==> src/rtl/fu_issue_if.sv <==
// Issue/writeback bundle between the reservation-station requesters and the shared
// multi-cycle functional-unit arbiter.
interface fu_issue_if #(
  parameter int unsigned NUM_REQ = 4,
  parameter int unsigned TAG_W   = 6
);
  logic                     flush;
  logic [NUM_REQ-1:0]       req;
  logic [NUM_REQ*TAG_W-1:0] req_tag;
  logic [NUM_REQ-1:0]       grant;
  logic                     fu_start;
  logic [TAG_W-1:0]         fu_tag;
  logic                     busy;
  logic                     done_valid;
  logic [TAG_W-1:0]         done_tag;
  logic                     done_ready;

  modport master (
    output flush, req, req_tag, done_ready,
    input  grant, fu_start, fu_tag, busy, done_valid, done_tag
  );

  modport slave (
    input  flush, req, req_tag, done_ready,
    output grant, fu_start, fu_tag, busy, done_valid, done_tag
  );
endinterface

==> src/rtl/fu_issue_arbiter.sv <==
// Round-robin issue arbiter for one non-pipelined multi-cycle FU: grants, counts the
// fixed latency, then holds the result tag on the CDB until accepted.
module fu_issue_arbiter #(
  parameter int unsigned NUM_REQ = 4,
  parameter int unsigned TAG_W   = 6,
  parameter int unsigned LAT     = 8,
  parameter int unsigned CNT_W   = $clog2(LAT + 1)
) (
  input  logic      clk,
  input  logic      rst,
  fu_issue_if.slave bus
);

  localparam int unsigned PTR_W = $clog2(NUM_REQ);
  localparam int unsigned SUM_W = PTR_W + 1;

  typedef enum logic [1:0] {IDLE, EXEC, WB} state_t;

  state_t             state_q, state_d;
  logic [CNT_W-1:0]   cnt_q, cnt_d;
  logic [TAG_W-1:0]   tag_q, tag_d;
  logic [PTR_W-1:0]   rr_ptr_q, ptr_d;

  logic [TAG_W-1:0]   tags [NUM_REQ];
  logic [SUM_W-1:0]   sum;
  logic [PTR_W-1:0]   winner;
  logic [PTR_W-1:0]   nxt_ptr;
  logic               found;

  logic [NUM_REQ-1:0] grant_c;
  logic               start_c;
  logic [TAG_W-1:0]   ftag_c;
  logic               dv_c;

  // Unpack the flat per-requester tag bus.
  always_comb begin : tag_unpack
    for (int unsigned i = 0; i < NUM_REQ; i++) begin
      tags[i] = bus.req_tag[i*TAG_W +: TAG_W];
    end
  end

  // First requester at or after rr_ptr, wrapping modulo NUM_REQ.
  always_comb begin : rr_search
    found  = 1'b0;
    winner = '0;
    sum    = '0;
    for (int unsigned i = 0; i < NUM_REQ; i++) begin
      sum = {1'b0, rr_ptr_q} + SUM_W'(i);
      if (sum >= SUM_W'(NUM_REQ)) sum = sum - SUM_W'(NUM_REQ);
      if (!found && bus.req[sum[PTR_W-1:0]]) begin
        found  = 1'b1;
        winner = sum[PTR_W-1:0];
      end
    end
    nxt_ptr = (winner == PTR_W'(NUM_REQ - 1)) ? '0 : winner + PTR_W'(1);
  end

  // Next state and outputs; flush overrides everything and blocks both handshakes.
  always_comb begin : fsm_next
    state_d = state_q;
    cnt_d   = cnt_q;
    tag_d   = tag_q;
    ptr_d   = rr_ptr_q;
    grant_c = '0;
    start_c = 1'b0;
    ftag_c  = '0;
    dv_c    = 1'b0;
    case (state_q)
      IDLE: begin
        if (!bus.flush && found && !rst) begin
          grant_c = NUM_REQ'(1) << winner;
          start_c = 1'b1;
          ftag_c  = tags[winner];
          tag_d   = tags[winner];
          ptr_d   = nxt_ptr;
          if (LAT == 1) begin
            state_d = WB;
          end else begin
            state_d = EXEC;
            cnt_d   = CNT_W'(LAT - 1);
          end
        end
      end
      EXEC: begin
        cnt_d = cnt_q - CNT_W'(1);
        if (cnt_q == CNT_W'(1)) state_d = WB;
      end
      WB: begin
        dv_c = !bus.flush;
        if (bus.done_ready) state_d = IDLE;
      end
      default: state_d = IDLE;
    endcase
    if (bus.flush) begin
      state_d = IDLE;
      cnt_d   = '0;
    end
  end

  always_ff @(posedge clk or posedge rst) begin : state_reg
    if (rst) begin
      state_q  <= IDLE;
      cnt_q    <= '0;
      tag_q    <= '0;
      rr_ptr_q <= '0;
    end else begin
      state_q  <= state_d;
      cnt_q    <= cnt_d;
      tag_q    <= tag_d;
      rr_ptr_q <= ptr_d;
    end
  end

  assign bus.grant      = grant_c;
  assign bus.fu_start   = start_c;
  assign bus.fu_tag     = ftag_c;
  assign bus.busy       = (state_q != IDLE);
  assign bus.done_valid = dv_c;
  assign bus.done_tag   = tag_q;

endmodule
==> src/flat_wrapper.sv <==
// flat-port wrapper written by rule: the top's interface ports become plain ports
module fu_issue_arbiter_flat 
#(
  parameter int unsigned NUM_REQ = 4,
  parameter int unsigned TAG_W   = 6,
  parameter int unsigned LAT     = 8,
  parameter int unsigned CNT_W   = $clog2(LAT + 1)
)
  (clk, rst, bus_flush, bus_req, bus_req_tag, bus_done_ready, bus_grant, bus_fu_start, bus_fu_tag, bus_busy, bus_done_valid, bus_done_tag);
  fu_issue_if #(.NUM_REQ(NUM_REQ), .TAG_W(TAG_W)) bus_i ();
  input  logic clk;
  input  logic rst;
  input wire logic [$bits(bus_i.flush)-1:0] bus_flush;
  input wire logic [$bits(bus_i.req)-1:0] bus_req;
  input wire logic [$bits(bus_i.req_tag)-1:0] bus_req_tag;
  input wire logic [$bits(bus_i.done_ready)-1:0] bus_done_ready;
  output wire logic [$bits(bus_i.grant)-1:0] bus_grant;
  output wire logic [$bits(bus_i.fu_start)-1:0] bus_fu_start;
  output wire logic [$bits(bus_i.fu_tag)-1:0] bus_fu_tag;
  output wire logic [$bits(bus_i.busy)-1:0] bus_busy;
  output wire logic [$bits(bus_i.done_valid)-1:0] bus_done_valid;
  output wire logic [$bits(bus_i.done_tag)-1:0] bus_done_tag;
  assign bus_i.flush = bus_flush;
  assign bus_i.req = bus_req;
  assign bus_i.req_tag = bus_req_tag;
  assign bus_i.done_ready = bus_done_ready;
  assign bus_grant = bus_i.grant;
  assign bus_fu_start = bus_i.fu_start;
  assign bus_fu_tag = bus_i.fu_tag;
  assign bus_busy = bus_i.busy;
  assign bus_done_valid = bus_i.done_valid;
  assign bus_done_tag = bus_i.done_tag;
  fu_issue_arbiter #(.NUM_REQ(NUM_REQ), .TAG_W(TAG_W), .LAT(LAT), .CNT_W(CNT_W)) u_core (.clk(clk), .rst(rst), .bus(bus_i));
endmodule
==> config.mk <==
export PLATFORM = sky130hd
export DESIGN_NAME = fu_issue_arbiter_flat
export DESIGN_NICKNAME = d
export VERILOG_FILES = /design/src/rtl/fu_issue_if.sv /design/src/rtl/fu_issue_arbiter.sv /design/src/flat_wrapper.sv
export SDC_FILE = /design/constraint.sdc
export NUM_CORES = 1
export LEC_CHECK = 0
export BUFFER_PORTS_ARGS = -buffer_cell sky130_fd_sc_hd__buf_4
export CAP_MARGIN = 20
export CORE_ASPECT_RATIO = 1.25
export CORE_MARGIN = 2
export CORE_UTILIZATION = 45
export DETAILED_ROUTE_END_ITERATION = 10
export PLACE_DENSITY = 0.81
export SLEW_MARGIN = 25
export SYNTH_ARGS = -nofsm -noshare
export SYNTH_HDL_FRONTEND = slang
export SYNTH_SLANG_ARGS = --single-unit
==> constraint.sdc <==
create_clock -name clk -period 2 [get_ports clk]
set_input_delay 0.3 -clock clk [delete_from_list [all_inputs] [get_ports clk]]
set_output_delay 0.3 -clock clk [all_outputs]
set_load 0.005 [all_outputs]
# Word level (Yosys, flattened, before mapping)
# Cells that the tools add are included.
# word_totals
register_bits	14
in_bits	32
out_inout_bits	19
word_cells	86
# op_classes
n_addsub	9
n_lt_le_gt_ge	9
n_eq_ne	7
shifts	1
muxes	39
bitwise	1
reduce_logical	16
# op_table
cell	n
$mux 2	13
$mux 6	4
$mux 4	4
$bmux 6 s2	1
$ge 3x3->1 const B	4
$lt 2x3->1 const B	4
$mux 1	11
$bmux 1 s2	4
$pmux 4 s2	1
$sub 2x1->2 const B	4
$add 2x2->3 const B	2
$ne 3x2->1 const B	2
$pmux 2 s3	1
$logic_and 1x1->1	5
$logic_not 1->1	5
$eq 2x2->1 const B	2
$eq 4x1->1 const B	1
$reduce_and 2->1	2
$shl 1x2->4 const A	1
$sub 4x1->4 const B	1
$add 2x1->3 const B	1
$ge 2x3->1 const B	1
$ne 3x3->1 const B	1
$not 2->3	1
other kinds (6)	6

# Depth between registers and ports, before layout
# Gate-level depths: netlist (run 1).
# logic_depth
depth_word	20
mapped_depth	8
depth_no_buf	6

# Worst setup path before layout (run 1)
# Ideal clock, no wire load.
# synth_path
path_kind	register -> output
startpoint	register u_core.state_q[0]
endpoint	output bus_fu_tag[1]
t_arrival_ns	1.460
required_time_ns	1.700
path_slack_ns	0.240
stages_incl_launch_ff	8
n_path_buf	2
path_cell_list	dfrtp_1 clkbuf_1 nor3_2 nand2_2 inv_2 nand2_1 buf_2 o22ai_1
# synth_via
elab_chain_cells	2
# synth_rtl
element	line_no	rtl
start, declared	fu_issue_arbiter.sv:19	state_t state_q, state_d;
start signal, assigned	fu_issue_arbiter.sv:107	state_q <= state_d;
$logic_not 2->1	fu_issue_arbiter.sv:68	case (state_q)
$mux 6	fu_issue_arbiter.sv:68	
end, declared	flat_wrapper.sv:19	output wire logic [$bits(bus_i.fu_tag)-1:0] bus_fu_tag;
# Every way passes these cells.

# Final worst setup path (run 1)
# layout_path
startpoint	register u_core.rr_ptr_q[1]
endpoint	output bus_fu_tag[3]
# layout_via
elab_chain_cells	20
elab_cells_between_ends	45
cone_classes	add/sub (7); order compare (4); mux (25); bitwise (1); reduce/logical (8)
# layout_rtl
element	line_no	rtl
start, declared	fu_issue_arbiter.sv:22	logic [PTR_W-1:0] rr_ptr_q, ptr_d;
start signal, assigned	fu_issue_arbiter.sv:110	rr_ptr_q <= ptr_d;
branches (longest 18 deep; another with $add 2x1->3)	-	
$mux 6 *	fu_issue_arbiter.sv:70	if (!bus.flush && found && !rst) begin
$mux 6 *	fu_issue_arbiter.sv:68	
# Every way passes the cells marked *. The select of a mux whose other input is x is not followed.

==> summary.md, run 1 <==
| Metric | Value |
|---|---|
| Psw | `575 uW` |
| Sw Share | `0.366` |
| 1st-iter DRT viols | `49` |
| Clock Tree Root | `clkbuf_4` |
| Gate power share | `0.596` |
| Fin crit period | `2.26 ns` |
| Leak pwr | `0.809 nW` |
| Later-pin clock latency in the skew report | `~0.28 ns` |
| Sequential-to-total area share from yosys stat | `0.346` |
| Hold WS | `approximately 0.079 ns` |
| Synth top area cells | `dfrtp_1, mux2i_1, ha_1, o221ai_1, nand2_1` |
| Worst R2R End | `u_core.bus.done_tag[5]` |
| Diode count | `0` |
| CTS tree | `done` |
| Setup crit end | `bus_fu_tag[3]` |
| Netlist Area Pre-Place | `1010 um^2` |
| Failing checks | `setup timing` |
| # setup viols final | `10` |
| Hold WC Path Type | `input pin to asynchronous set/reset pin` |
| RSZ-0062 raised after global routing | `yes` |
| Layout Cells excl Fill | `198` |
| Final GP Congestion | `0.730` |
| Mapped Nets | `around 150` |
| Initial Utilization | `0.468` |
| Design Power | `between 1.5 and 2 mW` |
| Die width | `46.4 um` |
| Worst setup SP type | `register` |
| Initial antenna violation count | `0` |
| Port Buffers | `50` |
| Pint | `997 uW` |
| Post-CTS Hold Buffers | `0` |
| CP startpoint | `u_core.rr_ptr_q[1]` |
| H-tree levels | `1` |
| Worst Path Required | `~1.7 ns` |
| Worst Setup End Kind | `output port` |
| Crit-path max FO | `5` |
| Routed wire length per instance | `17.3 um` |
| Die H | `57.0 um` |
| Avg Vias per Cell | `5.83` |
| GRT overflow | `0` |
| Final Cycle Share | `1.13` |
| DRC | `0` |
| DRT Pass-1 Iters | `4` |
| Worst rel slew slack | `0.620` |
| CP Class | `register to output port` |
| Setup WS post-layout | `-0.261 ns` |
| Maximum clock rate | `about 0.44 GHz` |
| Ys Warns | `0` |
| Fin util | `0.809` |
| Final Hold Viols | `0` |
| Gr usage total | `0.219` |
| PD cells | `around 900 nW/um^2` |
| Post-DP HPWL | `between 2000 and 2500 um` |
| Setup TNS | `-1.62 ns` |
| Max-cap viol count | `0` |
| Layout area overhead | `72.9%` |
| Most common cell after layout, fill and taps aside | `buf_4` |
| Cts bufs inserted | `3` |
| First-pass GRT wire length | `4280 um` |
| Synth unique cells | `33` |
| Pre-CTS setup slack | `~0.013 ns` |
| Reg-to-Reg Start | `u_core.rr_ptr_q[1]` |
| Flop2flop setup slack | `0.31 ns` |
| VDD IR max | `0.709 mV` |
| Io pins | `51` |
| Clock skew | `0.00192 ns` |
| Clock Pin Slew Worst Setup and Hold Paths | `0.09 ns` |
| Synthesized instance count | `109` |
| Commonest non-fill, non-tap cells in the layout | `buf_4, dfrtp_1, nand2_1, mux2i_4` |
| Antenna Nets Post-Route | `0` |
| Path depth of the worst reg2reg path | `9` |
| Status | `finished with violations` |
| Largest net degree at the start of global routing | `15` |
| Number of global-route vias before repair | `~1100` |
| Top-area cell type share of the netlist area | `0.346` |
| Yosys reg bits | `14` |
| Worst Tran Pin Value | `0.570 ns` |
| Via count | `1154` |
| Dpl cells | `190` |
| Net count, final | `approximately 200` |
| Post-synthesis area per instance | `9.29 um^2` |
| Post-route cell area | `1750 um^2` |
| Die area | `2650 um^2` |
| Core area | `around 2200 um^2` |
| Clock tree buffer depth | `2` |
| Cell Rows | `19` |
| Fin. max-slew vios | `0` |
| Critical Path AT | `1.96 ns` |
| Clock Power Share | `0.130` |
| Share of cells above drive strength 1 | `0.587` |
| Drt total wl | `between 3000 and 4000 um` |
| Cell taking the most area after synthesis | `dfrtp_1` |
| Area post-placement | `roughly 1400 um^2` |
| Sequential Power Share | `0.273` |
| Sink Count | `14` |
synth_stat cells:
library cell and instances:
a211oi_1 1, a21o_1 2, a21oi_1 5, a221oi_1 2, a22oi_1 1, and3_1 4
buf_12 1, buf_2 2, buf_6 1, clkbuf_1 2, dfrtp_1 14, ha_1 6
inv_1 7, inv_2 1, mux2i_1 13, nand2_1 12, nand2_2 1, nand2b_1 1
nand3b_1 1, nor2_1 5, nor2b_1 1, nor3_1 1, nor3_2 2, nor3b_1 3
nor4_1 1, o21a_1 1, o21ai_0 2, o21bai_1 1, o221ai_1 6, o22a_1 1
o22ai_1 6, or2_2 1, or3_1 1
routing by layer:
metal | vias up | track usage | routed length, um
met1 | 556 | 0.253 | 1210
met5 | - | 0 | 0
met2 | 64 | 0.395 | 1910
li1 | 520 | - | -
met4 | 0 | 0.0776 | 108
met3 | 14 | 0.0253 | 203
what timing repair did:
item | 4_1_cts | 5_1_grt
buffers inserted | 2 | 1
cloned | 0 | 1
gates resized for setup | 8 | 40
setup endpoints to repair | 10 | 10
pin swaps | 2 | 2
how the worst min path moves through the flow:
stage / from / to / slack, ns / cells past startpoint
global placement: rst / u_core.cnt_q[2] / 0.39 / 2
global route: rst / u_core.bus.done_tag[2] / 0.13 / 2
detailed placement: rst / u_core.rr_ptr_q[1] / 0.41 / 2
CTS: rst / u_core.cnt_q[2] / 0.09 / 2
finish: rst / u_core.cnt_q[3] / 0.08 / 2
floorplan: rst / u_core.bus.done_tag[0] / 0.19 / 1
registers in the layout, indices dropped and copies added (netlist names):
| register | count |
|---|---|
| u_core.state_q | 2 |
| u_core.rr_ptr_q | 2 |
| u_core.cnt_q | 4 |
| u_core.bus.done_tag | 6 |
area by class of cell:
cell class | instances | area (um^2)
Clock buffer | 4 | 36.3
Multi-Input combinational cell | 81 | 792
Timing Repair Buffer | 60 | 499
Inverter | 8 | 32.5
Tap cell | 31 | 38.8
Sequential cell | 14 | 352
Fill cell | 128 | 413
power groups by stage:
stage / combinational [mW] / clock [mW] / sequential [mW]
after floorplan: 0.370 / 0 / 0.423
after global placement: 0.598 / 0 / 0.422
after detailed placement: 0.616 / 0 / 0.424
after CTS: 0.668 / 0.211 / 0.417
after global routing: 0.995 / 0.216 / 0.442
final: 0.938 / 0.205 / 0.430
critical path, stage by stage (launching register included):
cell and delay (ns):
dfrtp_2 0.43, a21oi_2 0.07, o21a_1 0.17, o22a_4 0.28, clkbuf_16 0.18, mux2i_4 0.19
o22ai_1 0.19, buf_4 0.16
cells by family (layout without fill, tap and decap cells):
kind of cell    count (synthesis)  after routing  synth area share
fa+ha+maj                       6              6            0.0742
simple gates                   34             34             0.179
flops                          14             14             0.346
mux                            13             13             0.129
compound gates                 28             28             0.194
buf+inv                        14             72            0.0779
Power figures use the tool's default switching activity.
==> run 2: changes to the inputs <==
--- a/config.mk
+++ b/config.mk
@@ -6,5 +6,5 @@
 export NUM_CORES = 1
 export LEC_CHECK = 0
-export BUFFER_PORTS_ARGS = -buffer_cell sky130_fd_sc_hd__buf_4
+export BUFFER_PORTS_ARGS = -buffer_cell sky130_fd_sc_hd__buf_2
 export CAP_MARGIN = 20
 export CORE_ASPECT_RATIO = 1.25
==> constraint.sdc (replaced) <==
create_clock -name clk -period 2 [get_ports clk]
set_input_delay 0.3 -clock clk [delete_from_list [all_inputs] [get_ports clk]]
set_output_delay 0.3 -clock clk [all_outputs]
set_load 0.1 [all_outputs]
==> run 2 against run 1 <==
Compared with the run above:
- the flow still finishes with violations (setup timing)
- critical path depth grew 2
- design area rose by 17%
- routed wire length up 53%
- non-clock buffer count is 11 higher
- final cell count rose by 6.1%
- highest routed layer unchanged
- sequential share of layout area decreased by 3.0 points
- maximum frequency down 5.3%
==> summary.md, run 2 (synthesis results as in run 1) <==
| Metric | Value |
|---|---|
| Sequential Power Share | `0.176 (was 0.273)` |
| Die width | `46.4 um (unchanged)` |
| Number of global-route vias before repair | `1304 (was 1062)` |
| Worst Tran Pin Value | `0.589 ns (was 0.570 ns)` |
| Final Hold Viols | `0 (unchanged)` |
| Most common cell after layout, fill and taps aside | `buf_2 (was buf_4)` |
| Worst rel slew slack | `0.607 (was 0.620)` |
| Failing checks | `setup timing (unchanged)` |
| Hold WS | `0.0511 ns (was 0.0789 ns)` |
| Initial Utilization | `0.468 (unchanged)` |
| Max reg flops | `6 (unchanged)` |
| Fin. max-slew vios | `0 (unchanged)` |
| Leak pwr | `0.901 nW (was 0.809 nW)` |
| CP max stage cell | `dfrtp_1 (was dfrtp_2)` |
| Io pins | `51 (unchanged)` |
| Cell mode on critical path | `buf_6` |
| Core area | `2160 um^2 (unchanged)` |
| Post-DP HPWL | `2510 um (was 2030 um)` |
| Critical Path AT | `2.09 ns (was 1.96 ns)` |
| Die area | `2650 um^2 (unchanged)` |
| Clock tree buffer depth | `2 (unchanged)` |
| Worst Path Required | `1.70 ns (about the same)` |
| Antenna Nets Post-Route | `0 (unchanged)` |
| First-pass GRT wire length | `6780 um (was 4280 um)` |
| Clock skew | `0.0108 ns (was 0.00192 ns)` |
| Post-CTS Hold Buffers | `0 (unchanged)` |
| Clock Tree Root | `clkbuf_4 (unchanged)` |
| Flop2flop setup slack | `0.01 ns (was 0.31 ns)` |
| Maximum clock rate | `0.419 GHz (was 0.442 GHz)` |
| Share of cells above drive strength 1 | `0.631 (was 0.587)` |
| Crit path largest cell delay | `0.43 ns (about the same)` |
| VDD IR max | `1.41 mV (was 0.709 mV)` |
| Sink Count | `14 (unchanged)` |
| Diode count | `0 (unchanged)` |
| Max-cap viol count | `0 (unchanged)` |
| Pre-CTS setup slack | `-0.102 ns (was 0.0126 ns)` |
| Sw Share | `0.546 (was 0.366)` |
| Port Buffers | `50 (unchanged)` |
| Cts bufs inserted | `3 (unchanged)` |
| Later-pin clock latency in the skew report | `0.30 ns (was 0.28 ns)` |
| Worst R2R End | `u_core.bus.done_tag[5] (unchanged)` |
| Fin crit period | `2.39 ns (was 2.26 ns)` |
| Reg-to-Reg Start | `u_core.rr_ptr_q[1] (unchanged)` |
| # fillers | `57 (was 128)` |
| PD cells | `1200 nW/um^2 (was 898 nW/um^2)` |
| Area occupied by multi-input gates | `933 um^2 (was 792 um^2)` |
| DRC | `0 (unchanged)` |
| Hold WC Path Type | `input pin to asynchronous set/reset pin (unchanged)` |
| Crit-path cells | `buf_6 > mux2i_1 > nor2_1 > nor3_2 > buf_4 > buf_6 > nand2_8 > o22ai_4 > buf_12 (was a21oi_2 > o21a_1 > o22a_4 > clkbuf_16 > mux2i_4 > o22ai_1 > buf_4)` |
| Cell Rows | `19 (unchanged)` |
| Pint | `1.12 mW (was 997 uW)` |
| Routed wire length per instance | `25.0 um (was 17.3 um)` |
| Crit-path max FO | `6 (was 5)` |
| Worst Setup End Kind | `output port (unchanged)` |
| Net count, final | `218 (was 206)` |
| Setup WS post-layout | `-0.388 ns (was -0.261 ns)` |
| CP Class | `register to output port (unchanged)` |
| Layout area overhead | `102% (was 72.9%)` |
| Die H | `57.0 um (unchanged)` |
| H-tree levels | `1 (unchanged)` |
| Commonest non-fill, non-tap cells in the layout | `buf_2, buf_4, dfrtp_1, buf_12, mux2i_4 (was buf_4, dfrtp_1, nand2_1, mux2i_4)` |
| Via count | `1330 (was 1154)` |
| Final Cycle Share | `1.19 (was 1.13)` |
| Drt total wl | `5250 um (was 3430 um)` |
| # setup viols final | `10 (unchanged)` |
| Initial antenna violation count | `0 (unchanged)` |
| CTS tree | `done (unchanged)` |
| DRT Pass-1 Iters | `4 (unchanged)` |
| 1st-iter DRT viols | `67 (was 49)` |
| Register area | `350 um^2 (was 352 um^2)` |
| Status | `finished with violations (unchanged)` |
| Largest net degree at the start of global routing | `15 (unchanged)` |
| Final GP Congestion | `0.789 (was 0.730)` |
| RSZ-0062 raised after global routing | `yes (unchanged)` |
| GRT overflow | `0 (unchanged)` |
| Clock Power Share | `0.092 (was 0.130)` |
| Gate power share | `0.731 (was 0.596)` |
| CP startpoint | `u_core.rr_ptr_q[1] (unchanged)` |
| Path depth of the worst reg2reg path | `10 (was 9)` |
| Psw | `1.34 mW (was 575 uW)` |
| Worst setup SP type | `register (unchanged)` |
| Clock Pin Slew Worst Setup and Hold Paths | `0.11 ns (was 0.09 ns)` |
| Avg Vias per Cell | `6.33 (was 5.83)` |
| Design Power | `2.46 mW (was 1.57 mW)` |
| Gr usage total | `0.367 (was 0.219)` |
## run 2: cell count changes in the layout (fill, tap and decap cells not counted), moves of 2 or more
cell / previous run / this run
mux2i_2: 5 / 0
buf_4: 53 / 15
nand2_4: 1 / 3
o22ai_1: 4 / 0
o22ai_2: 2 / 0
mux2i_4: 7 / 12
buf_12: 1 / 13
nand2_2: 3 / 0
o22ai_4: 0 / 6
buf_2: 0 / 39
buf_6: 5 / 2
## run 2: routing by layer
metal | share of wire | vias to the layer above | track usage
met5 | 0 | - | 0
met1 | 0.32 | 646 | 0.403
li1 | - | 543 | -
met4 | 0.061 | 0 | 0.147
met3 | 0.082 | 32 | 0.0918
met2 | 0.53 | 109 | 0.643
## run 2: timing repair
item                                    in CTS  in global routing
pin swaps                                    2                  6
endpoints found under the setup margin      10                 10
setup buffers                                5                  5
cloned                                       2                  1
gates resized for setup                     33                  8
## run 2: how the worst max path moves through the flow
| stage | slack, ns | endpoint | cells past startpoint |
|---|---|---|---|
| 4_1_cts | -0.31 | bus_fu_tag[4] | 7 |
| 5_1_grt | -0.47 | bus_grant[1] | 9 |
| 3_3_place_gp | 0.04 | bus_fu_tag[5] | 8 |
| 3_5_place_dp | -0.10 | bus_fu_tag[4] | 8 |
| 2_1_floorplan | -0.21 | bus_fu_tag[0] | 7 |
| 6_report | -0.39 | bus_fu_tag[4] | 9 |
## run 2: critical path, delay by kind of cell, from the launching register on
family | cells | cell delay [ns]
mux | 1 | 0.17
flops | 1 | 0.43
simple gates | 3 | 0.31
compound gates | 1 | 0.24
buf+inv | 4 | 0.63
## run 2: area by class of cell
| class | count | area share |
|---|---|---|
| Clock buffer | 4 | 0.0177 |
| Inverter | 8 | 0.0220 |
| Multi-Input combinational cell | 82 | 0.456 |
| Sequential cell | 14 | 0.171 |
| Tap cell | 31 | 0.0189 |
| Timing Repair Buffer | 71 | 0.314 |
## run 2: power by group through the flow
stage                     clock [mW]  sequential (mW)  combinational, mW
after floorplan                    0            0.817              0.649
after global placement             0            0.419               1.31
after detailed placement           0            0.424               1.35
after CTS                      0.217            0.419               1.64
after global routing           0.240            0.438               1.85
final                          0.227            0.434               1.80
## run 2: through the flow
| step | utilization | instance area [um^2] | TNS (ns) | std cells |
|---|---|---|---|---|
| floorplan | - | 1180 | -1.02 | 109 |
| global placement | 0.765 | 1650 | 0 | 193 |
| detailed placement | 0.765 | 1650 | -0.459 | 193 |
| CTS | 0.902 | 1950 | -2.73 | 204 |
| global route | 0.946 | 2050 | -4.09 | 210 |
| finish | 0.946 | 2050 | -3.45 | 210 |
